[config.mk]
export PLATFORM = sky130hd
export DESIGN_NAME = alu_op_sequencer_flat
export DESIGN_NICKNAME = d
export VERILOG_FILES = /design/src/rtl/alu_op_sequencer_if.sv /design/src/rtl/alu_op_sequencer.sv /design/src/flat_wrapper.sv
export SDC_FILE = /design/constraint.sdc
export NUM_CORES = 1
export LEC_CHECK = 0
export ABC_AREA = 1
export CORE_AREA = 2 2 87 89
export DETAILED_ROUTE_END_ITERATION = 16
export DIE_AREA = 0 0 89 91
export PLACE_DENSITY = 0.84
export SLEW_MARGIN = 20
export SYNTH_ARGS = -nofsm -noshare
export SYNTH_HDL_FRONTEND = slang
export SYNTH_SLANG_ARGS = --single-unit
[constraint.sdc]
create_clock -name clk -period 3.6 [get_ports clk]
set_input_delay 0.72 -clock clk [delete_from_list [all_inputs] [get_ports clk]]
set_output_delay 0.72 -clock clk [all_outputs]
set_load 0.01 [all_outputs]
[src/rtl/alu_op_sequencer_if.sv]
// Bundle of the FIFO_IN pop side, FIFO_OUT push side and ALU issue/complete
// signals seen by alu_op_sequencer.
// master: the sequencer (drives pop/push strobes, ALU operands and start).
// slave:  the surrounding FIFOs and ALU core.
interface alu_op_sequencer_if #(
    parameter int DATA_SIZE      = 8,
    parameter int OPERATION_SIZE = 4,
    parameter int FIFO_IN_WIDTH  = 24,
    parameter int FIFO_OUT_WIDTH = 21
);
    // FIFO_IN (command words)
    logic                        empty_in;
    logic                        r_en_in;
    logic [FIFO_IN_WIDTH-1:0]    fifo_in_data;
    // FIFO_OUT (tagged results)
    logic                        full_out;
    logic                        w_en_out;
    logic [FIFO_OUT_WIDTH-1:0]   fifo_out_wdata;
    // ALU core
    logic                        alu_start;
    logic [OPERATION_SIZE-1:0]   alu_op;
    logic [DATA_SIZE-1:0]        alu_a;
    logic [DATA_SIZE-1:0]        alu_b;
    logic                        alu_done;
    logic [2*DATA_SIZE-1:0]      alu_result;
    logic                        alu_err;

    modport master (
        input  empty_in, fifo_in_data, full_out, alu_done, alu_result, alu_err,
        output r_en_in, w_en_out, fifo_out_wdata, alu_start, alu_op, alu_a, alu_b
    );

    modport slave (
        output empty_in, fifo_in_data, full_out, alu_done, alu_result, alu_err,
        input  r_en_in, w_en_out, fifo_out_wdata, alu_start, alu_op, alu_a, alu_b
    );
endinterface

[src/rtl/alu_op_sequencer.sv]
// Pops command words, issues them to the ALU, pushes tagged results (or error words).
// Latency: pop->push 3+L cycles (ALU latency L), 2 cycles for an invalid opcode, TIMEOUT_CYCLES+1 after start on timeout.
// Backpressure: holds in PUSH while full_out; pops only when run && !empty_in.
//
// Ports: clk/rst_n (async active-low); run gates new pops; bus (master) carries
// FIFO_IN pop, FIFO_OUT push and ALU issue/completion; busy = not idle;
// op_count counts pushed words (wraps); timeout_count counts timeouts (saturates).
module alu_op_sequencer #(
    parameter int DATA_SIZE      = 8,
    parameter int OPERATION_SIZE = 4,
    parameter int ID_SIZE        = 4,
    parameter int OPERATION_BIT  = 16,
    parameter int ID_BIT         = 20,
    parameter int FIFO_IN_WIDTH  = 24,
    parameter int FIFO_OUT_WIDTH = 21,
    parameter int NUM_OPS        = 8,
    parameter int TIMEOUT_CYCLES = 16
) (
    input  logic                 clk,
    input  logic                 rst_n,
    input  logic                 run,
    alu_op_sequencer_if.master   bus,
    output logic                 busy,
    output logic [15:0]          op_count,
    output logic [7:0]           timeout_count
);

    typedef enum logic [2:0] {
        IDLE  = 3'd0,
        FETCH = 3'd1,
        ISSUE = 3'd2,
        WAIT  = 3'd3,
        PUSH  = 3'd4
    } state_t;

    localparam int TIMER_W = $clog2(TIMEOUT_CYCLES + 1);
    localparam logic [TIMER_W-1:0]        TIMER_LAST = TIMER_W'(TIMEOUT_CYCLES - 1);
    localparam logic [OPERATION_SIZE:0]   NUM_OPS_W  = (OPERATION_SIZE + 1)'(NUM_OPS);
    localparam logic [2*DATA_SIZE-1:0]    ZERO_RES   = '0;

    state_t state, state_nxt;

    logic [ID_SIZE-1:0]  id_q;
    logic [TIMER_W-1:0]  timer;

    logic r_en_c, w_en_c, start_c;

    // Command word fields, meaningful in FETCH (the cycle after the pop)
    logic [OPERATION_SIZE-1:0] in_op;
    logic [ID_SIZE-1:0]        in_id;
    logic [DATA_SIZE-1:0]      in_d0;
    logic [DATA_SIZE-1:0]      in_d1;
    logic                      in_invalid;
    logic                      timer_last;
    logic                      can_pop;

    assign in_op      = bus.fifo_in_data[OPERATION_BIT +: OPERATION_SIZE];
    assign in_id      = bus.fifo_in_data[ID_BIT +: ID_SIZE];
    assign in_d0      = bus.fifo_in_data[0 +: DATA_SIZE];
    assign in_d1      = bus.fifo_in_data[DATA_SIZE +: DATA_SIZE];
    assign in_invalid = ({1'b0, in_op} >= NUM_OPS_W);
    assign timer_last = (timer == TIMER_LAST);
    assign can_pop    = run && !bus.empty_in;

    always_ff @(posedge clk or negedge rst_n) begin
        if (!rst_n) begin
            state <= IDLE;
        end else begin
            state <= state_nxt;
        end
    end

    always_comb begin
        state_nxt = state;
        r_en_c    = 1'b0;
        w_en_c    = 1'b0;
        start_c   = 1'b0;
        unique case (state)
            IDLE: begin
                if (can_pop) begin
                    r_en_c    = 1'b1;
                    state_nxt = FETCH;
                end
            end
            FETCH: begin
                state_nxt = in_invalid ? PUSH : ISSUE;
            end
            ISSUE: begin
                start_c   = 1'b1;
                state_nxt = WAIT;
            end
            WAIT: begin
                if (bus.alu_done || timer_last) begin
                    state_nxt = PUSH;
                end
            end
            PUSH: begin
                if (!bus.full_out) begin
                    w_en_c = 1'b1;
                    // Chain straight into the next fetch so streaming costs no idle cycle
                    if (can_pop) begin
                        r_en_c    = 1'b1;
                        state_nxt = FETCH;
                    end else begin
                        state_nxt = IDLE;
                    end
                end
            end
            default: state_nxt = IDLE;
        endcase
    end

    // Strobes are forced low while reset is held so nothing pops or pushes
    // from the reset state even with run high and FIFO_IN non-empty.
    assign bus.r_en_in   = r_en_c  & rst_n;
    assign bus.w_en_out  = w_en_c  & rst_n;
    assign bus.alu_start = start_c & rst_n;
    assign busy          = (state != IDLE);

    always_ff @(posedge clk or negedge rst_n) begin
        if (!rst_n) begin
            bus.alu_op         <= '0;
            bus.alu_a          <= '0;
            bus.alu_b          <= '0;
            bus.fifo_out_wdata <= '0;
            id_q               <= '0;
            timer              <= '0;
            op_count           <= '0;
            timeout_count      <= '0;
        end else begin
            unique case (state)
                FETCH: begin
                    // Operands stay untouched until the next FETCH, so they are
                    // stable across ISSUE and WAIT.
                    bus.alu_op <= in_op;
                    bus.alu_a  <= in_d0;
                    bus.alu_b  <= in_d1;
                    id_q       <= in_id;
                    if (in_invalid) begin
                        bus.fifo_out_wdata <= {1'b1, in_id, ZERO_RES};
                    end
                end
                ISSUE: begin
                    timer <= '0;
                end
                WAIT: begin
                    if (bus.alu_done) begin
                        bus.fifo_out_wdata <= {bus.alu_err, id_q, bus.alu_result};
                    end else if (timer_last) begin
                        bus.fifo_out_wdata <= {1'b1, id_q, ZERO_RES};
                        if (timeout_count != 8'hFF) begin
                            timeout_count <= timeout_count + 8'd1;
                        end
                    end else begin
                        timer <= timer + TIMER_W'(1);
                    end
                end
                PUSH: begin
                    if (!bus.full_out) begin
                        op_count <= op_count + 16'd1;
                    end
                end
                default: ;
            endcase
        end
    end

endmodule

[src/flat_wrapper.sv]
// flat-port wrapper written by rule: the top's interface ports become plain ports
module alu_op_sequencer_flat 
#(
    parameter int DATA_SIZE      = 8,
    parameter int OPERATION_SIZE = 4,
    parameter int ID_SIZE        = 4,
    parameter int OPERATION_BIT  = 16,
    parameter int ID_BIT         = 20,
    parameter int FIFO_IN_WIDTH  = 24,
    parameter int FIFO_OUT_WIDTH = 21,
    parameter int NUM_OPS        = 8,
    parameter int TIMEOUT_CYCLES = 16
)
  (clk, rst_n, run, busy, op_count, timeout_count, bus_empty_in, bus_fifo_in_data, bus_full_out, bus_alu_done, bus_alu_result, bus_alu_err, bus_r_en_in, bus_w_en_out, bus_fifo_out_wdata, bus_alu_start, bus_alu_op, bus_alu_a, bus_alu_b);
  alu_op_sequencer_if #(.DATA_SIZE(DATA_SIZE), .OPERATION_SIZE(OPERATION_SIZE), .FIFO_IN_WIDTH(FIFO_IN_WIDTH), .FIFO_OUT_WIDTH(FIFO_OUT_WIDTH)) bus_i ();
  input  logic clk;
  input  logic rst_n;
  input  logic run;
  output logic busy;
  output logic [15:0] op_count;
  output logic [7:0] timeout_count;
  input wire logic [$bits(bus_i.empty_in)-1:0] bus_empty_in;
  input wire logic [$bits(bus_i.fifo_in_data)-1:0] bus_fifo_in_data;
  input wire logic [$bits(bus_i.full_out)-1:0] bus_full_out;
  input wire logic [$bits(bus_i.alu_done)-1:0] bus_alu_done;
  input wire logic [$bits(bus_i.alu_result)-1:0] bus_alu_result;
  input wire logic [$bits(bus_i.alu_err)-1:0] bus_alu_err;
  output wire logic [$bits(bus_i.r_en_in)-1:0] bus_r_en_in;
  output wire logic [$bits(bus_i.w_en_out)-1:0] bus_w_en_out;
  output wire logic [$bits(bus_i.fifo_out_wdata)-1:0] bus_fifo_out_wdata;
  output wire logic [$bits(bus_i.alu_start)-1:0] bus_alu_start;
  output wire logic [$bits(bus_i.alu_op)-1:0] bus_alu_op;
  output wire logic [$bits(bus_i.alu_a)-1:0] bus_alu_a;
  output wire logic [$bits(bus_i.alu_b)-1:0] bus_alu_b;
  assign bus_i.empty_in = bus_empty_in;
  assign bus_i.fifo_in_data = bus_fifo_in_data;
  assign bus_i.full_out = bus_full_out;
  assign bus_i.alu_done = bus_alu_done;
  assign bus_i.alu_result = bus_alu_result;
  assign bus_i.alu_err = bus_alu_err;
  assign bus_r_en_in = bus_i.r_en_in;
  assign bus_w_en_out = bus_i.w_en_out;
  assign bus_fifo_out_wdata = bus_i.fifo_out_wdata;
  assign bus_alu_start = bus_i.alu_start;
  assign bus_alu_op = bus_i.alu_op;
  assign bus_alu_a = bus_i.alu_a;
  assign bus_alu_b = bus_i.alu_b;
  alu_op_sequencer #(.DATA_SIZE(DATA_SIZE), .OPERATION_SIZE(OPERATION_SIZE), .ID_SIZE(ID_SIZE), .OPERATION_BIT(OPERATION_BIT), .ID_BIT(ID_BIT), .FIFO_IN_WIDTH(FIFO_IN_WIDTH), .FIFO_OUT_WIDTH(FIFO_OUT_WIDTH), .NUM_OPS(NUM_OPS), .TIMEOUT_CYCLES(TIMEOUT_CYCLES)) u_core (.clk(clk), .rst_n(rst_n), .run(run), .bus(bus_i), .busy(busy), .op_count(op_count), .timeout_count(timeout_count));
endmodule
==> run_results.csv, run 1 <==
group,metric,value,unit
critical_path,worstSetupEndpointType,"output port",
cells_and_area,multi_input_area,1270,µm²
cells_and_area,antenna-diode-count,0,
timing,rsz0062_at_grt,"false",
synthesis,netlist_area,3410,µm²
worst_hold_path,hold_end,"u_core.bus.alu_b[2]",
routing,drt_first_pass_iters,4,
routing,wirelength,7690,µm
critical_path,cpMostUsedCell,"clkdlybuf4s50_1",
die,die-area,8100,µm²
critical_path,r2r-start,"u_core.timer[0]",
worst_hold_path,min-delay-start,"u_core.bus.alu_b[2]",
synthesis,ys_ff_latch,77,
critical_path,timing.rr.end,"u_core.bus.fifo_out_wdata[18]",
timing,period_share,81.9,%
power,p_switching,1.16,mW
critical_path,critPathSlowestCell,"clkdlybuf4s50_1",
placed_design,preCtsSetupSlack,0.649,ns
die,initial_utilization,47.8,%
global_routing,grt_pass1_vias,2857,
global_routing,grt_pass1_wl,12800,µm
critical_path,cp_max_fo,10,
routing,drt-initial-drc-count,148,
cells_and_area,finish.instance_area,4840,µm²
cells_and_area,drive_above_1_share,6.96,%
timing,slew_viol_final,0,
synthesis,synth_nets,429,
cells_and_area,syn2layout_area_growth,41.7,%
clock_tree,tritoncts,"done",
global_routing,overflow,0,
placed_design,port_buffers,115,
synthesis,yosysTopAreaCell,"dfrtp_1",
clock_tree,cts_buffer_depth,2,
power,p_leak,2.34,nW
synthesis,synth_top_flop_cell,"dfrtp_1",
clock_tree,clockRootBuffer,"clkbuf_8",
critical_path,cp_top_family,"buffers and inverters",
cells_and_area,fin_cells,602,
critical_path,crit_chain,"clkdlybuf4s50_1, inv_1, nand3_4, a211oi_1, clkdlybuf4s50_1",
critical_path,required,2.88,ns
power,seq_power_share,40.3,%
synthesis,yosysSeqAreaShare,56.4,%
die,rows,31,
placed_design,placed_cells,586,
synthesis,yosys_warnings,0,
outcome,status,"complete, no violations",
synthesis,syn_area_per_cell,9.03,µm²
routing,drc_errors,0,
routing,ant_nets,0,
global_routing,grt_use_total,19.9,%
synthesis,synth.distinct_cells,30,
clock_tree,ctsHtreeMaxLevel,3,
cells_and_area,seqCellArea,1930,µm²
timing,slew_headroom,37.6,%
timing,hold_viol_final,0,
die,die_h,91,µm
placed_design,place_area,4650,µm²
placed_design,dp_hpwl,5660,µm
power,intPower,2.21,mW
die,core,7140,µm²
routing,viasPerCell,4.85,
worst_hold_path,hold_depth,2,
critical_path,slowest_delay,0.57,ns
clock_tree,clkTransAtPathRegs,0.07,ns
synthesis,synth_edf_count,0,
cells_and_area,nets,549,
die,ios,116,
clock_tree,cts_setup_buffers,0,
global_routing,grt_max_degree,78,
global_routing,antenna_found_initial,0,
clock_tree,post_cts_resized,0,
power,clock_power_share,18.7,%
power,vdd_drop_max,0.452,mV
clock_tree,holdBufCountCts,0,
cells_and_area,fillers,611,
synthesis,synthArstFlopShare,100,%
timing,min_period,2.95,ns
die,die_x,89,µm
worst_hold_path,hp-class,"register to register",
clock_tree,clkLatencyLatePin,0.33,ns
timing,tns,0,ns
flow_run,maxCapViolations,0,
synthesis,yosys-top-cells-area,"dfrtp_1 56%, nand2_1 15%, a22o_1 4.1%",
timing,fin_ws,0.651,ns
power,cellPowerDensity,697,nW/µm²
critical_path,arrival,2.23,ns
critical_path,rrSetupSlack,1.55,ns
critical_path,reg2reg_depth,10,
timing,worstMarginPinSlew,0.937,ns
critical_path,critPathKind,"input port to output port",
power,combPwrFrac,41.1,%
timing,setup_viol,0,
critical_path,critPathBufInv,3,
critical_path,startpoint_type,"input port",
routing,vias,2917,
clock_tree,cts_buffers,9,
timing,clock_skew,0.00941,ns
clock_tree,cts_sinks,77,
routing,post_drt_wl_per_cell,12.8,µm
power,swShare,34.5,%
timing,max_freq,339,MHz
synthesis,synthCells,378,
synthesis,synth_top_cell_area_share,56.4,%
placed_design,routabilityCongestion,0.798,
-- worst max path at each step --
stage,slack [ns],cells past startpoint,start,end
after floorplan,1.58,3,bus_full_out,bus_r_en_in
after CTS,0.64,5,bus_full_out,bus_r_en_in
after detailed placement,0.65,5,bus_full_out,bus_r_en_in
after global placement,0.69,5,bus_full_out,bus_r_en_in
final,0.65,5,bus_full_out,bus_r_en_in
after global routing,0.54,5,bus_full_out,bus_r_en_in
-- cells by family (layout without fill, tap and decap cells) --
logic type / count (synthesis) / after routing / synth area share, %
xor gates and xnor gates: 16 / 16 / 4.10
adders and majority gates: 4 / 4 / 1.47
DFF: 77 / 77 / 56.4
AOI/OAI and AO/OA: 41 / 41 / 8.39
and+or+nand+nor: 190 / 190 / 23.3
buffers and inverters: 50 / 175 / 6.30
-- worst register-to-register path: stages (launching register included) --
cell and delay (ns):
dfrtp_1 0.40, ha_1 0.22, nand2_1 0.09, nor2_1 0.05, ha_1 0.22, nor2_1 0.12
nand2_2 0.13, nand2_2 0.39, inv_2 0.13, o211ai_1 0.12, nand2_1 0.07
-- cell usage after synthesis, types with 2 or more instances --
library cell    n
nand3_4         2
xnor2_1         7
o21ai_1         5
nor2_2          5
nor2_1         23
inv_2           6
xor2_1          9
a22o_1         16
nor3_1          3
nand2_1       138
a21oi_1         3
dfrtp_1        77
o211ai_1        5
nand2_2         2
ha_1            4
o21ai_0         8
buf_6           2
nand3_1        13
buf_2           5
nand4_1         2
inv_1          34
-- sequential cells by signal, summed over array words and instances (netlist names) --
name / cells
u_core.op_count: 16
u_core.timeout_count: 8
u_core.bus.alu_a: 8
u_core.state: 3
u_core.bus.alu_b: 8
u_core.bus.fifo_out_wdata: 21
u_core.bus.alu_op: 4
u_core.id_q: 4
u_core.timer: 5
-- power by group through the flow --
stage          Clock (mW)  Sequential (mW)  Combinational (mW)
6_report            0.631             1.36                1.38
5_1_grt             0.688             1.39                1.54
4_1_cts             0.648             1.36                1.41
3_5_place_dp            0             1.37                1.41
3_3_place_gp            0             1.35                1.36
2_1_floorplan           0             1.47               0.571
-- through the flow --
stage                     hold WS, ns  total power [mW]  utilization, %
after floorplan                 0.424              2.04               -
after global placement          0.455              2.72            65.1
after detailed placement        0.458              2.77            65.1
after CTS                       0.478              3.42            67.8
after global routing            0.506              3.62            67.8
final                           0.473              3.37            67.8
-- metal layers --
metal  up-vias  GRT usage (%)  part of all wire (%)
met3         7           5.73                   6.5
met5         -              0                     0
met2        85           33.7                    50
met4         0           5.72                  0.79
li1       1434              -                     -
met1      1391           24.4                    43
-- final cells by class --
class	count	share of cell area (%)
clock buffers	12	3.00
clock inverters	4	0.982
inverters	42	3.31
multi-input cells	251	26.3
flip-flops and latches	77	39.8
well taps	99	2.56
repair buffers	117	24.0
-- cell usage in the layout (no fill, tap or decap), types with 2 or more instances in the layout --
cell type / count
a21oi_1: 3
a22o_1: 16
buf_4: 3
clkbuf_1: 2
clkbuf_8: 10
clkdlybuf4s50_1: 114
clkinv_2: 2
dfrtp_1: 77
ha_1: 4
inv_1: 34
inv_2: 6
nand2_1: 138
nand2_2: 2
nand3_1: 13
nand3_4: 2
nand4_1: 2
nor2_1: 23
nor2_2: 5
nor3_1: 3
o211ai_1: 5
o21ai_0: 8
o21ai_1: 5
xnor2_1: 7
xor2_1: 9
(Power assumes the default switching activity.)
==> run 2: changes to the inputs <==
--- a/config.mk
+++ b/config.mk
@@ -6,10 +6,10 @@
 export NUM_CORES = 1
 export LEC_CHECK = 0
 export ABC_AREA = 1
-export CORE_AREA = 2 2 87 89
+export CORE_AREA = 2 2 95 97
 export DETAILED_ROUTE_END_ITERATION = 16
-export DIE_AREA = 0 0 89 91
-export PLACE_DENSITY = 0.84
+export DIE_AREA = 0 0 97 99
+export PLACE_DENSITY = 0.74
 export SLEW_MARGIN = 20
 export SYNTH_ARGS = -nofsm -noshare
 export SYNTH_HDL_FRONTEND = slang
==> constraint.sdc (replaced) <==
create_clock -name clk -period 2.7 [get_ports clk]
set_input_delay 0.54 -clock clk [delete_from_list [all_inputs] [get_ports clk]]
set_output_delay 0.54 -clock clk [all_outputs]
set_load 0.01 [all_outputs]
==> run 2 against run 1 <==
First-iteration DRC count rose by 6.1%. Clock-buffer cell count did not move. Utilization fell by 11 points. Wire length rose by 1.1%. Critical path type is now register to output port. Largest power group unchanged. Highest routed layer unchanged.
==> run_results.csv, run 2 (synthesis results as in run 1) <==
group,metric,value,unit
outcome,status,"complete, no violations",
global_routing,overflow,0,
clock_tree,holdBufCountCts,0,
critical_path,required,2.16,ns
clock_tree,cts_sinks,77,
clock_tree,ctsHtreeMaxLevel,3,
die,die_x,97,µm
clock_tree,cts_buffer_depth,2,
die,die_h,99,µm
global_routing,grt_max_degree,78,
die,die-area,9600,µm²
flow_run,maxCapViolations,0,
timing,clock_skew,0.00988,ns
critical_path,cp_top_family,"buffers and inverters",
power,p_leak,2.34,nW
cells_and_area,reg_top3,"u_core.bus.fifo_out_wdata (21), u_core.op_count (16)",
routing,drt_first_pass_iters,4,
power,vdd_drop_max,0.509,mV
cells_and_area,layout_common_cells,"138 x nand2_1, 114 x clkdlybuf4s50_1, 77 x dfrtp_1",
cells_and_area,mostFrequentLayoutCell,"nand2_1",
critical_path,cp_max_fo,5,
routing,drt-initial-drc-count,157,
timing,max_freq,396,MHz
cells_and_area,top_register,"u_core.bus.fifo_out_wdata",
global_routing,grt_pass1_vias,2679,
clock_tree,clkTransAtPathRegs,0.08,ns
critical_path,worstSetupEndpointType,"output port",
cells_and_area,drive_above_1_share,7.34,%
timing,rsz0062_at_grt,"false",
global_routing,grt_busiest_layer,"met2",
global_routing,grt_use_total,16.8,%
routing,drc_errors,0,
global_routing,grtUsageMet3,5.39,%
timing,setup_viol,0,
routing,vias,2845,
critical_path,reg2reg_depth,10,
critical_path,r2r-start,"u_core.timer[0]",
cells_and_area,multi_input_area,1270,µm²
critical_path,critPathSlowestCell,"clkdlybuf4s50_1",
clock_tree,cts_setup_buffers,0,
routing,viasPerCell,4.65,
routing,wirelength,7780,µm
die,core,8550,µm²
placed_design,routabilityCongestion,0.810,
placed_design,dp_hpwl,5700,µm
timing,worstMarginPinSlew,0.937,ns
timing,slew_headroom,37.6,%
die,ios,116,
global_routing,met1_usage,20.9,%
critical_path,critPathKind,"register to output port",
power,cellPowerDensity,918,nW/µm²
cells_and_area,postLayoutCoreUtil,56.6,%
global_routing,grt_pass1_wl,12900,µm
die,initial_utilization,39.9,%
timing,slew_viol_final,0,
timing,tns,0,ns
clock_tree,post_cts_resized,0,
cells_and_area,syn2layout_area_growth,41.8,%
cells_and_area,antenna-diode-count,0,
worst_hold_path,hp-class,"input port to async pin",
clock_tree,clkLatencyLatePin,0.34,ns
clock_tree,cts_buffers,9,
cells_and_area,fillers,756,
critical_path,crit_chain,"nor2_2, nand2_1, a211oi_1, clkdlybuf4s50_1",
cells_and_area,seqCellArea,1930,µm²
critical_path,timing.rr.end,"u_core.bus.fifo_out_wdata[18]",
critical_path,critPathBufInv,1,
critical_path,startpoint_type,"register",
critical_path,arrival,1.98,ns
routing,post_drt_wl_per_cell,12.7,µm
timing,period_share,93.4,%
cells_and_area,nets,550,
placed_design,port_buffers,115,
clock_tree,tritoncts,"done",
cells_and_area,largest_reg_flops,21,
critical_path,rrSetupSlack,0.64,ns
power,fin_total_pwr,4.44,mW
die,rows,34,
timing,min_period,2.52,ns
global_routing,grt_use_met2,27.6,%
global_routing,antenna_found_initial,0,
critical_path,slowest_delay,0.57,ns
timing,whs,0.424,ns
timing,hold_viol_final,0,
routing,ant_nets,0,
clock_tree,clockRootBuffer,"clkbuf_8",
[run 2: worst register-to-register path, cell delays in order (launching register included)]
cell and delay, ns:
dfrtp_1 0.41, ha_1 0.22, nand2_1 0.08, nor2_1 0.05, ha_1 0.23, nor2_1 0.13, nand2_2 0.14, nand2_2 0.36
inv_2 0.13, o211ai_1 0.13, nand2_1 0.07
[run 2: per-stage QoR]
step / cells / setup slack (ns) / area (µm²)
finish: 612 / 0.178 / 4840
floorplan: 378 / 0.985 / 3410
global route: 612 / 0.0179 / 4840
CTS: 612 / 0.163 / 4840
detailed placement: 596 / 0.196 / 4670
global placement: 596 / 0.215 / 4670
[run 2: where the power goes]
group	internal (mW)	total [mW]	switching (mW)	leakage, nW
clock	0.380	0.780	0.400	0.0921
combinational	0.949	1.86	0.907	1.26
sequential	1.55	1.81	0.259	0.984
total	2.88	4.44	1.57	2.34
[run 2: layer usage]
| layer | part of all wire [%] | vias to the layer above |
|---|---|---|
| met4 | 1.4 | 0 |
| met5 | 0 | - |
| met1 | 46 | 1314 |
| met2 | 47 | 79 |
| li1 | - | 1445 |
| met3 | 5.2 | 7 |
[run 2: area by class of cell]
cell class	instances	area share (%)
inverters	42	3.31
well taps	108	2.79
clock inverters	4	0.465
multi-input cells	251	26.3
repair buffers	118	24.2
flip-flops and latches	77	39.8
clock buffers	12	3.20
[run 2: how the worst max path moves through the flow]
stage                    start           to  slack (ns)  depth (start not counted)
2_1_floorplan  u_core.state[1]  bus_r_en_in        0.98                          3
4_1_cts        u_core.state[1]  bus_r_en_in        0.16                          4
3_5_place_dp               run  bus_r_en_in        0.20                          6
5_1_grt        u_core.state[1]  bus_r_en_in        0.02                          4
3_3_place_gp               run  bus_r_en_in        0.21                          6
6_report       u_core.state[1]  bus_r_en_in        0.18                          4
